File: src/rtl/hazard_detector_if.sv
// Forwarding-interface bundle between the pipeline front end and the hazard detector.
// Master drives the ID-stage instruction, flush and dmem_ready; slave returns forwarding and stall controls.
// Pure wiring: no latency, no state.
interface hazard_detector_if #(
  parameter int XLEN = 32
);
  logic            ID_valid;
  logic [6:0]      ID_opcode;
  logic [2:0]      ID_funct3;
  logic [4:0]      ID_rs1;
  logic [4:0]      ID_rs2;
  logic [4:0]      ID_rd;
  logic            flush;
  logic            dmem_ready;
  logic [1:0]      hazard_op;
  logic            pipeline_stall;
  logic            mem_timeout;
  logic [XLEN-1:0] stall_cycles;

  modport master (
    output ID_valid, ID_opcode, ID_funct3, ID_rs1, ID_rs2, ID_rd, flush, dmem_ready,
    input  hazard_op, pipeline_stall, mem_timeout, stall_cycles
  );

  modport slave (
    input  ID_valid, ID_opcode, ID_funct3, ID_rs1, ID_rs2, ID_rd, flush, dmem_ready,
    output hazard_op, pipeline_stall, mem_timeout, stall_cycles
  );
endinterface

File: src/rtl/hazard_detector.sv
// Shadow ID->EX->MEM tag pipeline producing EX-stage forwarding selects and memory-wait stalls.
// Latency: hazard_op is registered-state only; pipeline_stall is combinational from MEM state and dmem_ready.
// Backpressure: a MEM load/store without dmem_ready freezes both shadow stages until dmem_ready rises.
module hazard_detector #(
  parameter int XLEN     = 32,
  parameter int MAX_WAIT = 16
) (
  input  logic              clk,
  input  logic              reset_n,
  hazard_detector_if.slave  io_bus
);

  localparam logic [6:0] OPC_LOAD   = 7'b0000011;
  localparam logic [6:0] OPC_STORE  = 7'b0100011;
  localparam logic [6:0] OPC_BRANCH = 7'b1100011;
  localparam logic [6:0] OPC_JALR   = 7'b1100111;
  localparam logic [6:0] OPC_JAL    = 7'b1101111;
  localparam logic [6:0] OPC_OP_IMM = 7'b0010011;
  localparam logic [6:0] OPC_OP     = 7'b0110011;
  localparam logic [6:0] OPC_AUIPC  = 7'b0010111;
  localparam logic [6:0] OPC_LUI    = 7'b0110111;
  localparam logic [6:0] OPC_SYSTEM = 7'b1110011;

  localparam int              CNT_W    = $clog2(MAX_WAIT + 1);
  localparam logic [CNT_W-1:0] WAIT_MAX = CNT_W'(MAX_WAIT);

  typedef enum logic {S_RUN, S_WAIT} state_t;

  // ID decode
  logic w_writes_rd, w_uses_rs1, w_uses_rs2, w_is_memop;

  // EX shadow stage
  logic       r_ex_valid, r_ex_uses_rs1, r_ex_uses_rs2, r_ex_writes, r_ex_memop;
  logic [4:0] r_ex_rs1, r_ex_rs2, r_ex_rd;

  // MEM shadow stage
  logic       r_mem_valid, r_mem_writes, r_mem_memop;
  logic [4:0] r_mem_rd;

  state_t            r_state, w_next_state;
  logic              w_stall, w_mem_miss;
  logic [CNT_W-1:0]  r_wait_cnt;
  logic              r_mem_timeout;
  logic [XLEN-1:0]   r_stall_cycles;

  // Classify the ID instruction's register usage from its opcode
  always_comb begin
    w_writes_rd = 1'b0;
    w_uses_rs1  = 1'b1;
    w_uses_rs2  = 1'b0;
    w_is_memop  = 1'b0;
    case (io_bus.ID_opcode)
      OPC_LOAD:   begin w_writes_rd = 1'b1; w_is_memop = 1'b1; end
      OPC_STORE:  begin w_uses_rs2 = 1'b1; w_is_memop = 1'b1; end
      OPC_BRANCH: w_uses_rs2 = 1'b1;
      OPC_OP:     begin w_writes_rd = 1'b1; w_uses_rs2 = 1'b1; end
      OPC_OP_IMM: w_writes_rd = 1'b1;
      OPC_JALR:   w_writes_rd = 1'b1;
      OPC_JAL:    begin w_writes_rd = 1'b1; w_uses_rs1 = 1'b0; end
      OPC_LUI:    begin w_writes_rd = 1'b1; w_uses_rs1 = 1'b0; end
      OPC_AUIPC:  begin w_writes_rd = 1'b1; w_uses_rs1 = 1'b0; end
      OPC_SYSTEM: begin w_writes_rd = 1'b1; w_uses_rs1 = ~io_bus.ID_funct3[2]; end
      default:    ;
    endcase
    // x0 is never a real destination, so it can never be forwarded
    if (io_bus.ID_rd == 5'd0) w_writes_rd = 1'b0;
  end

  // Advance the shadow stages unless frozen; a frozen pipe also ignores flush
  always_ff @(posedge clk) begin
    if (!reset_n) begin
      r_ex_valid    <= 1'b0;
      r_ex_uses_rs1 <= 1'b0;
      r_ex_uses_rs2 <= 1'b0;
      r_ex_writes   <= 1'b0;
      r_ex_memop    <= 1'b0;
      r_ex_rs1      <= 5'd0;
      r_ex_rs2      <= 5'd0;
      r_ex_rd       <= 5'd0;
      r_mem_valid   <= 1'b0;
      r_mem_writes  <= 1'b0;
      r_mem_memop   <= 1'b0;
      r_mem_rd      <= 5'd0;
    end else if (!w_stall) begin
      r_ex_valid    <= io_bus.ID_valid & ~io_bus.flush;
      r_ex_uses_rs1 <= w_uses_rs1;
      r_ex_uses_rs2 <= w_uses_rs2;
      r_ex_writes   <= w_writes_rd;
      r_ex_memop    <= w_is_memop;
      r_ex_rs1      <= io_bus.ID_rs1;
      r_ex_rs2      <= io_bus.ID_rs2;
      r_ex_rd       <= io_bus.ID_rd;
      r_mem_valid   <= r_ex_valid;
      r_mem_writes  <= r_ex_writes;
      r_mem_memop   <= r_ex_memop;
      r_mem_rd      <= r_ex_rd;
    end
  end

  assign w_mem_miss = r_mem_valid & r_mem_memop & ~io_bus.dmem_ready;

  // Memory-wait state register
  always_ff @(posedge clk) begin
    if (!reset_n) r_state <= S_RUN;
    else          r_state <= w_next_state;
  end

  // Enter WAIT on the first unready MEM cycle, leave as soon as dmem_ready rises
  always_comb begin
    w_next_state = r_state;
    case (r_state)
      S_RUN:   if (w_mem_miss) w_next_state = S_WAIT;
      S_WAIT:  if (io_bus.dmem_ready) w_next_state = S_RUN;
      default: w_next_state = S_RUN;
    endcase
  end

  // Freeze in the same cycle the miss is seen, release in the cycle data returns
  always_comb begin
    w_stall = 1'b0;
    case (r_state)
      S_RUN:   w_stall = w_mem_miss;
      S_WAIT:  w_stall = ~io_bus.dmem_ready;
      default: w_stall = 1'b0;
    endcase
  end

  // Count WAIT cycles and latch a sticky timeout once MAX_WAIT of them pass unanswered
  always_ff @(posedge clk) begin
    if (!reset_n) begin
      r_wait_cnt    <= '0;
      r_mem_timeout <= 1'b0;
    end else if (r_state == S_RUN && w_next_state == S_WAIT) begin
      r_wait_cnt <= '0;
    end else if (r_state == S_WAIT && !io_bus.dmem_ready) begin
      if (r_wait_cnt != WAIT_MAX) r_wait_cnt <= r_wait_cnt + 1'b1;
      if (r_wait_cnt >= WAIT_MAX - 1'b1) r_mem_timeout <= 1'b1;
    end
  end

  // Saturating tally of every frozen cycle
  always_ff @(posedge clk) begin
    if (!reset_n)                           r_stall_cycles <= '0;
    else if (w_stall && !(&r_stall_cycles)) r_stall_cycles <= r_stall_cycles + 1'b1;
  end

  assign io_bus.hazard_op[0]  = r_ex_valid & r_ex_uses_rs1 & r_mem_valid & r_mem_writes &
                                (r_mem_rd == r_ex_rs1);
  assign io_bus.hazard_op[1]  = r_ex_valid & r_ex_uses_rs2 & r_mem_valid & r_mem_writes &
                                (r_mem_rd == r_ex_rs2);
  assign io_bus.pipeline_stall = w_stall;
  assign io_bus.mem_timeout    = r_mem_timeout;
  assign io_bus.stall_cycles   = r_stall_cycles;

endmodule
File: src/flat_wrapper.sv
// flat-port wrapper written by rule: the top's interface ports become plain ports
module hazard_detector_flat 
#(
  parameter int XLEN     = 32,
  parameter int MAX_WAIT = 16
)
  (clk, reset_n, io_bus_ID_valid, io_bus_ID_opcode, io_bus_ID_funct3, io_bus_ID_rs1, io_bus_ID_rs2, io_bus_ID_rd, io_bus_flush, io_bus_dmem_ready, io_bus_hazard_op, io_bus_pipeline_stall, io_bus_mem_timeout, io_bus_stall_cycles);
  hazard_detector_if #(.XLEN(XLEN)) io_bus_i ();
  input  logic clk;
  input  logic reset_n;
  input wire logic [$bits(io_bus_i.ID_valid)-1:0] io_bus_ID_valid;
  input wire logic [$bits(io_bus_i.ID_opcode)-1:0] io_bus_ID_opcode;
  input wire logic [$bits(io_bus_i.ID_funct3)-1:0] io_bus_ID_funct3;
  input wire logic [$bits(io_bus_i.ID_rs1)-1:0] io_bus_ID_rs1;
  input wire logic [$bits(io_bus_i.ID_rs2)-1:0] io_bus_ID_rs2;
  input wire logic [$bits(io_bus_i.ID_rd)-1:0] io_bus_ID_rd;
  input wire logic [$bits(io_bus_i.flush)-1:0] io_bus_flush;
  input wire logic [$bits(io_bus_i.dmem_ready)-1:0] io_bus_dmem_ready;
  output wire logic [$bits(io_bus_i.hazard_op)-1:0] io_bus_hazard_op;
  output wire logic [$bits(io_bus_i.pipeline_stall)-1:0] io_bus_pipeline_stall;
  output wire logic [$bits(io_bus_i.mem_timeout)-1:0] io_bus_mem_timeout;
  output wire logic [$bits(io_bus_i.stall_cycles)-1:0] io_bus_stall_cycles;
  assign io_bus_i.ID_valid = io_bus_ID_valid;
  assign io_bus_i.ID_opcode = io_bus_ID_opcode;
  assign io_bus_i.ID_funct3 = io_bus_ID_funct3;
  assign io_bus_i.ID_rs1 = io_bus_ID_rs1;
  assign io_bus_i.ID_rs2 = io_bus_ID_rs2;
  assign io_bus_i.ID_rd = io_bus_ID_rd;
  assign io_bus_i.flush = io_bus_flush;
  assign io_bus_i.dmem_ready = io_bus_dmem_ready;
  assign io_bus_hazard_op = io_bus_i.hazard_op;
  assign io_bus_pipeline_stall = io_bus_i.pipeline_stall;
  assign io_bus_mem_timeout = io_bus_i.mem_timeout;
  assign io_bus_stall_cycles = io_bus_i.stall_cycles;
  hazard_detector #(.XLEN(XLEN), .MAX_WAIT(MAX_WAIT)) u_core (.clk(clk), .reset_n(reset_n), .io_bus(io_bus_i));
endmodule
File: config.mk
export PLATFORM = sky130hd
export DESIGN_NAME = hazard_detector_flat
export DESIGN_NICKNAME = d
export VERILOG_FILES = /design/src/rtl/hazard_detector_if.sv /design/src/rtl/hazard_detector.sv /design/src/flat_wrapper.sv
export SDC_FILE = /design/constraint.sdc
export NUM_CORES = 1
export LEC_CHECK = 0
export BUFFER_PORTS_ARGS = -buffer_cell sky130_fd_sc_hd__clkbuf_2
export CAP_MARGIN = 20
export CELL_PAD_IN_SITES_DETAIL_PLACEMENT = 0
export CELL_PAD_IN_SITES_GLOBAL_PLACEMENT = 1
export CORE_UTILIZATION = 25
export CTS_BUF_LIST = sky130_fd_sc_hd__clkbuf_8
export DETAILED_ROUTE_END_ITERATION = 16
export GPL_ROUTABILITY_DRIVEN = 0
export PLACE_DENSITY = 0.61
export REMOVE_ABC_BUFFERS = 1
export SETUP_SLACK_MARGIN = 0.1
export SLEW_MARGIN = 20
export SYNTH_ARGS = -nofsm -noshare
export SYNTH_HDL_FRONTEND = slang
export SYNTH_SLANG_ARGS = --single-unit
File: constraint.sdc
create_clock -name clk -period 5.2 [get_ports clk]
set_input_delay 0.26 -clock clk [delete_from_list [all_inputs] [get_ports clk]]
set_output_delay 0.26 -clock clk [all_outputs]
set_load 0.1 [all_outputs]
==> summary.txt, run 1 <==
Setup path
  – Worst-path cell with the longest stage delay: sky130_fd_sc_hd__a21oi_1
  – Category of the critical setup timing path: flip-flop to output port
  – Crit-path max FO: 36
  – Longest individual stage delay on the worst path: around 0.48 ns
  – Endpoint arrival time on the critical path: 2.49 ns
  – Internal reg-to-reg setup slack: approximately 2.6 ns
  – Critical path startpoint category: flip-flop
  – Required time at the endpoint of the critical path: around 4.9 ns
  – Crit. End Element: output port
  – Worst-path cell chain: a21oi_1 > or2_1 > buf_4 > inv_2 > clkbuf_2
  – CP bufs+invs: 3
  – Crit path max-delay family: buffers and inverters

Cells and area
  – Final nets: approximately 490
  – Number of filler instances in the final layout: 1,390
  – Post-route non-filler standard cell count: between 600 and 700
  – Synthesis-to-finish area growth: 19.82%
  – Inserted Diodes: 0
  – Proportion of layout cells with a drive suffix above 1: 0.2165

Detailed routing
  – Detailed-route via count: roughly 3.0k
  – Routed WL: roughly 8400 um
  – Per-cell via count in the routed design: 4.756
  – Number of violations reported at the end of detailed-routing iteration 0: about 130
  – Antenna-violating nets left: 0
  – Routed wire per std cell: 13.20 um
  – Post-detailed-route DRC marker count: 0
  – Pre-antenna DRT Iters: 4

Pwr
  – Leakage power summed over all cells: 1.414 nW
  – Power density over the cells: around 250 nW/um^2
  – Worst supply voltage drop on vdd: ~0.00008 V

Clock network
  – Max clock buf depth: 2
  – Master cell of the clock root buffer: sky130_fd_sc_hd__clkbuf_8
  – Clock-pin slew on the worst setup and hold paths: ~0.08 ns
  – Post-cts sizing count: 0
  – H-Tree Depth: 3
  – CTS tree: built
  – Sinks on Clock Net: 67
  – Setup repair bufs after CTS: 0
  – Clock latency at the later pin of the worst-skew pair: between 0.3 and 0.4 ns
  – Post-CTS Hold Fix Bufs: 0
  – Number of buffers created by CTS: 9

STA
  – Worst Skew: ~0.0071 ns
  – Number of pins exceeding their max-slew limit in the final report: 0
  – Final hold violation count: 0
  – Worst max-slew margin expressed relative to the limit: 0.4651
  – Final setup violation count: 0
  – Sum Neg Setup Slack: 0 ns
  – Final cycle utilization of the critical path: 0.5294
  – Unrepaired setup endpoints after global routing: false
  – Max Clock Freq: 0.3632 GHz
  – Shortest clock period the worst path allows after layout: 2.753 ns
  – Transition at the pin with the smallest max-transition slack: approximately 0.8 ns

Die
  – Die width: roughly 120 um
  – Initial core utilization: 0.2575
  – Number of placed I/O pins: 66
  – Core area: 12,670 um^2
  – Floorplan die area: 13,510 um^2
  – Die height: ~120 um
  – Placement Rows: 41

GRT
  – Number of antenna violations at the first check in global routing: 0
  – Wire length of the first global-routing pass: roughly 14,000 um
  – Vias in the first global route: 2,722
  – Largest net degree at the start of global routing: 38
  – Remaining Overflow, GRT: 0
  – Total routing resource utilization after global routing: 0.1319

Yosys
  – Cell area after synthesis: 3263 um^2
  – Number of synthesized flops with an enable pin: 0
  – Cells after synthesis: between 300 and 400
  – Share of synthesized registers carrying an async set or reset: 0
  – Flops & latches, synth: 67
  – Synth warn: 0
  – Cell type with the highest aggregate area in the netlist: sky130_fd_sc_hd__dfxtp_1
  – Sequential-to-total area share from yosys stat: 0.4110
  – Average cell area after synthesis: about 8.2 um^2
  – Count of cell types in the netlist: 47
  – Synth top area share: 0.4110
  – Ranking of synthesized cells by area: sky130_fd_sc_hd__dfxtp_1 (41%), sky130_fd_sc_hd__nand2_1 (8.5%), sky130_fd_sc_hd__a21oi_1 (8.1%), sky130_fd_sc_hd__nor2_1 (2.8%), sky130_fd_sc_hd__o31ai_1 (2.5%)
  – Most instantiated flip-flop cell in the synthesis netlist: sky130_fd_sc_hd__dfxtp_1

Placement
  – Number of placed cells counting well taps: about 600
  – Post-DP HPWL: between 5000 and 6000 um
  – Count of buffers from port buffering: 63

Min path
  – Hold crit path type: input port to flip-flop

Run
  – Max Cap Violations: 0

Run status
  – Outcome: finished, final reports clean
-- cell usage after synthesis, drive strengths merged (3+ instances only) --
library cell,instances
a211oi,3
nor4b,3
nor2,24
xor2,9
nand2b,7
or2,4
o2111ai,3
clkbuf,14
or4,10
mux2i,5
xnor2,7
a21oi,53
o21ai,18
nand2,74
or3,16
nand3,10
o211ai,3
buf,4
dfxtp,67
o31ai,11
nor3,4
nor4,8
nand4,14
nor3b,3
ha,4
inv,10
-- through the flow --
stage | total power (W) | hold slack [ns] | instance area [um^2] | util | setup slack [ns]
after floorplan | 0.0005626 | 0.3983 | 3186 | - | 1.538
after global placement | 0.0005852 | 0.4408 | 3731 | 0.2945 | 2.648
after detailed placement | 0.0005862 | 0.4477 | 3731 | 0.2945 | 2.622
after CTS | 0.0009901 | 0.1043 | 3910 | 0.3086 | 2.391
after global routing | 0.001022 | 0.1168 | 3910 | 0.3086 | 2.273
final | 0.0009683 | 0.1240 | 3910 | 0.3086 | 2.447
-- layout by cell type (no fill, tap or decap), types with 5 or more instances in the layout --
cell type	n
sky130_fd_sc_hd__nand2_1	74
sky130_fd_sc_hd__dfxtp_1	67
sky130_fd_sc_hd__clkbuf_2	63
sky130_fd_sc_hd__a21oi_1	53
sky130_fd_sc_hd__nor2_1	24
sky130_fd_sc_hd__o21ai_0	16
sky130_fd_sc_hd__nand4_1	11
sky130_fd_sc_hd__o31ai_1	11
sky130_fd_sc_hd__or3_1	11
sky130_fd_sc_hd__nand3_1	10
sky130_fd_sc_hd__clkbuf_8	10
sky130_fd_sc_hd__inv_1	9
sky130_fd_sc_hd__xor2_1	9
sky130_fd_sc_hd__xnor2_1	7
sky130_fd_sc_hd__nand2b_1	7
sky130_fd_sc_hd__or4_1	7
sky130_fd_sc_hd__nor4_1	6
sky130_fd_sc_hd__mux2i_1	5
sky130_fd_sc_hd__or3_2	5
-- layout make-up --
type	instances	area [um^2]	share of cell area
inverters	10	37.54	0.009600
clock inverters	6	41.29	0.01056
repair buffers	65	330.3	0.08448
clock buffers	10	137.6	0.03520
multi-input cells	304	1807	0.4621
flip-flops and latches	67	1341	0.3430
well taps	172	215.2	0.05504
-- state kept, by name, indices dropped and copies added, names as in the netlist, 5 cells and up --
name and count:
u_core.io_bus.stall_cycles 32, u_core.r_ex_rd 5, u_core.r_ex_rs1 5, u_core.r_ex_rs2 5
u_core.r_mem_rd 5, u_core.r_wait_cnt 5
-- routing by layer --
metal	wire, um	track usage	vias to the layer above	share of wire
met1	4158	0.1773	1395	0.50
met5	0	0	-	0
met3	301	0.03062	13	0.036
met2	3777	0.2039	56	0.45
li1	-	-	1551	-
met4	131	0.05128	0	0.016
-- tightest hold or removal path, stage by stage --
cell                       delay, ns
sky130_fd_sc_hd__clkbuf_2       0.08
sky130_fd_sc_hd__nand2_1        0.05
sky130_fd_sc_hd__a21oi_1        0.05
-- worst paths after layout --
kind                 startpoint                            end  cells past startpoint
max          u_core.r_mem_valid          io_bus_pipeline_stall                      5
min            io_bus_ID_rs2[1]             u_core.r_ex_rs2[1]                      3
max reg2reg  u_core.r_mem_valid  u_core.io_bus.stall_cycles[9]                      7
min reg2reg  u_core.r_ex_writes             u_core.r_ex_writes                      2
-- cell families (layout without fill, tap and decap cells) --
logic type | count (synthesis) | after routing | share of synthesized area
XOR/XNOR | 16 | 16 | 0.04295
AO/OA/AOI/OAI | 96 | 96 | 0.1733
flip-flops | 67 | 67 | 0.4110
multiplexers | 5 | 5 | 0.01534
AND/OR/NAND/NOR | 183 | 183 | 0.3068
buffers and inverters | 28 | 91 | 0.03527
adder cells (fa/ha/maj) | 4 | 4 | 0.01534
-- where the power goes --
group          switching (W)  internal, W  total (W)  leakage (nW)
combinational      0.0000256    0.0000196  0.0000452         0.784
clock               0.000210     0.000185   0.000395        0.0843
sequential        0.00000630     0.000522   0.000528         0.545
total               0.000242     0.000726   0.000968          1.41
No activity file was read; power rests on OpenSTA's default activity.
==> inputs of run 2 (changes only) <==
- PLACE_DENSITY: 0.61 -> 0.63
- clock period: 5.2 -> 2.2 ns (I/O delays scaled with it)
==> summary.txt, run 2 (synthesized netlist as in run 1, its figures left out) <==
Setup path
  – Internal reg-to-reg setup slack: 0.20 ns (-2.43 ns)
  – Required time at the endpoint of the critical path: 2.49 ns (-2.45 ns)
  – Endpoint arrival time on the critical path: 2.29 ns (-0.20 ns)
  – Crit-path max FO: 6 (-83%)
  – Category of the critical setup timing path: flip-flop to flip-flop
  – Critical path startpoint category: flip-flop
  – Crit. End Element: flip-flop

Placement
  – Post-DP HPWL: 6265 um (+6.0%)
  – Number of placed cells counting well taps: 641 (+3.7%)
  – Count of buffers from port buffering: 63 (unchanged)

Clock network
  – Master cell of the clock root buffer: sky130_fd_sc_hd__clkbuf_8
  – Clock-pin slew on the worst setup and hold paths: 0.07 ns (about the same)
  – Number of buffers created by CTS: 9 (unchanged)
  – Clock latency at the later pin of the worst-skew pair: 0.36 ns (about the same)
  – H-Tree Depth: 3 (unchanged)
  – Sinks on Clock Net: 67 (unchanged)
  – Max clock buf depth: 2 (unchanged)
  – CTS tree: built

STA
  – Worst max-slew margin expressed relative to the limit: 0.6054 (+0.1403)
  – Max Clock Freq: about 0.5 GHz
  – Final hold violation count: 0 (unchanged)
  – Shortest clock period the worst path allows after layout: roughly 2 ns
  – Worst Hold Slack: 0.03431 ns (-0.08969 ns)
  – Worst Skew: 0.01233 ns (+0.005192 ns)
  – Final setup violation count: 0 (unchanged)
  – Unrepaired setup endpoints after global routing: true
  – Final cycle utilization of the critical path: 0.9089
  – Transition at the pin with the smallest max-transition slack: 0.5869 ns (-0.2120 ns)
  – Number of pins exceeding their max-slew limit in the final report: 0 (unchanged)

Die
  – Die width: 116.2 um (unchanged)
  – Initial core utilization: 0.2575 (unchanged)
  – Number of placed I/O pins: 66 (unchanged)
  – Die height: 116.2 um (unchanged)
  – Floorplan die area: 13,510 um^2 (unchanged)
  – Placement Rows: 41 (unchanged)
  – Core area: 12,670 um^2 (unchanged)

GRT
  – Total routing resource utilization after global routing: 0.1388 (+0.006871)
  – Largest net degree at the start of global routing: 36 (-5.3%)
  – Wire length of the first global-routing pass: 14,530 um (+5.9%)
  – Number of antenna violations at the first check in global routing: 0 (unchanged)
  – Vias in the first global route: 2,977 (+9.4%)
  – Remaining Overflow, GRT: 0 (unchanged)

Detailed routing
  – Met3 routed wirelength: 342 um (+14%)
  – Post-detailed-route DRC marker count: 0 (unchanged)
  – Per-cell via count in the routed design: 4.683 (-1.5%)
  – Routed WL: 8847 um (+5.7%)
  – Length of routed met2 wiring: 4119 um (+9.1%)
  – Detailed-route via count: 3,175 (+5.3%)
  – Routed length on met1: 4213 um (+1.3%)
  – Routed wire per std cell: 13.05 um (-1.1%)
  – Highest metal used: met4
  – Number of violations reported at the end of detailed-routing iteration 0: 140 (+6.9%)
  – Pre-antenna DRT Iters: 4 (unchanged)
  – Antenna-violating nets left: 0 (unchanged)

Pwr
  – Part of the total power dissipated in the clock network: 0.434 (+0.026)
  – Switching power: 0.0005830 W (+140%)
  – Net Sw Frac: 0.2394 (-0.01046)
  – Power density over the cells: 559.1 nW/um^2 (+130%)
  – Leakage power summed over all cells: 1.665 nW (+18%)
  – Worst supply voltage drop on vdd: 0.0002968 V (+270%)
  – Share of power burned in registers: 0.512 (-0.034)
  – Combinational cell fraction of total power: 0.054 (+0.007)
  – Internal power contribution: 0.001852 W (+150%)

Cells and area
  – Most frequent cells in the layout: sky130_fd_sc_hd__nand2_1 (74), sky130_fd_sc_hd__clkbuf_2 (62), sky130_fd_sc_hd__dfxtp_1 (59)
  – Inserted Diodes: 0 (unchanged)
  – Post-route non-filler standard cell count: 678 (+6.9%)
  – Final core utilization: 0.3437 (+0.03515)
  – Leading cell type in the layout, fill and taps excluded: sky130_fd_sc_hd__nand2_1
  – Number of flip-flops under the largest register name: 32 (unchanged)
  – Proportion of layout cells with a drive suffix above 1: 0.2767 (+0.06023)
  – Final nets: 535 (+9.0%)
  – Synthesis-to-finish area growth: 33.47%

Run status
  – Outcome: finished, final reports clean

Run
  – Max Cap Violations: 0 (unchanged)

Min path
  – Hold crit path type: input port to flip-flop
## run 2: power by group through the flow
stage               clock network, W  registers (W)   logic, W
floorplan                          0        0.00127  0.0000558
global placement                   0        0.00128   0.000109
detailed placement                 0        0.00128   0.000110
CTS                          0.00110        0.00125   0.000131
global route                 0.00116        0.00125   0.000146
finish                       0.00106        0.00125   0.000130
## run 2: layer usage
layer | track usage | vias to the layer above
met5 | 0 | -
met4 | 0.05470 | 0
met3 | 0.03944 | 11
met2 | 0.2237 | 59
met1 | 0.1745 | 1466
li1 | - | 1639
## run 2: what timing repair did
item                                    CTS  global route
gates cloned                              0             1
pin swaps                                 3             5
setup buffers                             4             1
endpoints found under the setup margin    2            21
hold buffers                             15             0
hold endpoints to repair                 15             0
resized for setup                         0            16
## run 2: area by class of cell
type                            count  area [um^2]
Timing Repair Buffer              109        716.9
Sequential cell                    67         1354
Fill cell                        1344         8315
Multi-Input combinational cell    304         1829
Tap cell                          172        215.2
Inverter                           10        37.54
Clock inverter                      6        65.06
Clock buffer                       10        137.6
## run 2: final timing paths
path | from | end | cells after the start
max | u_core.io_bus.stall_cycles[8] | u_core.io_bus.stall_cycles[13] | 7
min | io_bus_ID_valid | u_core.r_ex_valid | 3
max reg2reg | u_core.io_bus.stall_cycles[8] | u_core.io_bus.stall_cycles[13] | 7
min reg2reg | u_core.r_mem_writes | u_core.r_mem_writes | 2
## run 2: worst max-delay path, stage by stage (launching register included)
cell                       delay [ns]
sky130_fd_sc_hd__dfxtp_2         0.36
sky130_fd_sc_hd__nand4_1         0.22
sky130_fd_sc_hd__nor4b_4         0.34
sky130_fd_sc_hd__buf_4           0.18
sky130_fd_sc_hd__o311ai_4        0.08
sky130_fd_sc_hd__buf_4           0.18
sky130_fd_sc_hd__or3_2           0.44
sky130_fd_sc_hd__a21oi_1         0.15
## run 2: metrics by stage
step	total power [W]	area (um^2)	worst slack [ns]	TNS [ns]
global route	0.002555	4355	0.06812	0
finish	0.002435	4355	0.2005	0
detailed placement	0.001388	3919	0.1162	0
global placement	0.001386	3919	0.1693	0
floorplan	0.001330	3186	-1.312	-23.48
CTS	0.002477	4302	0.1051	0
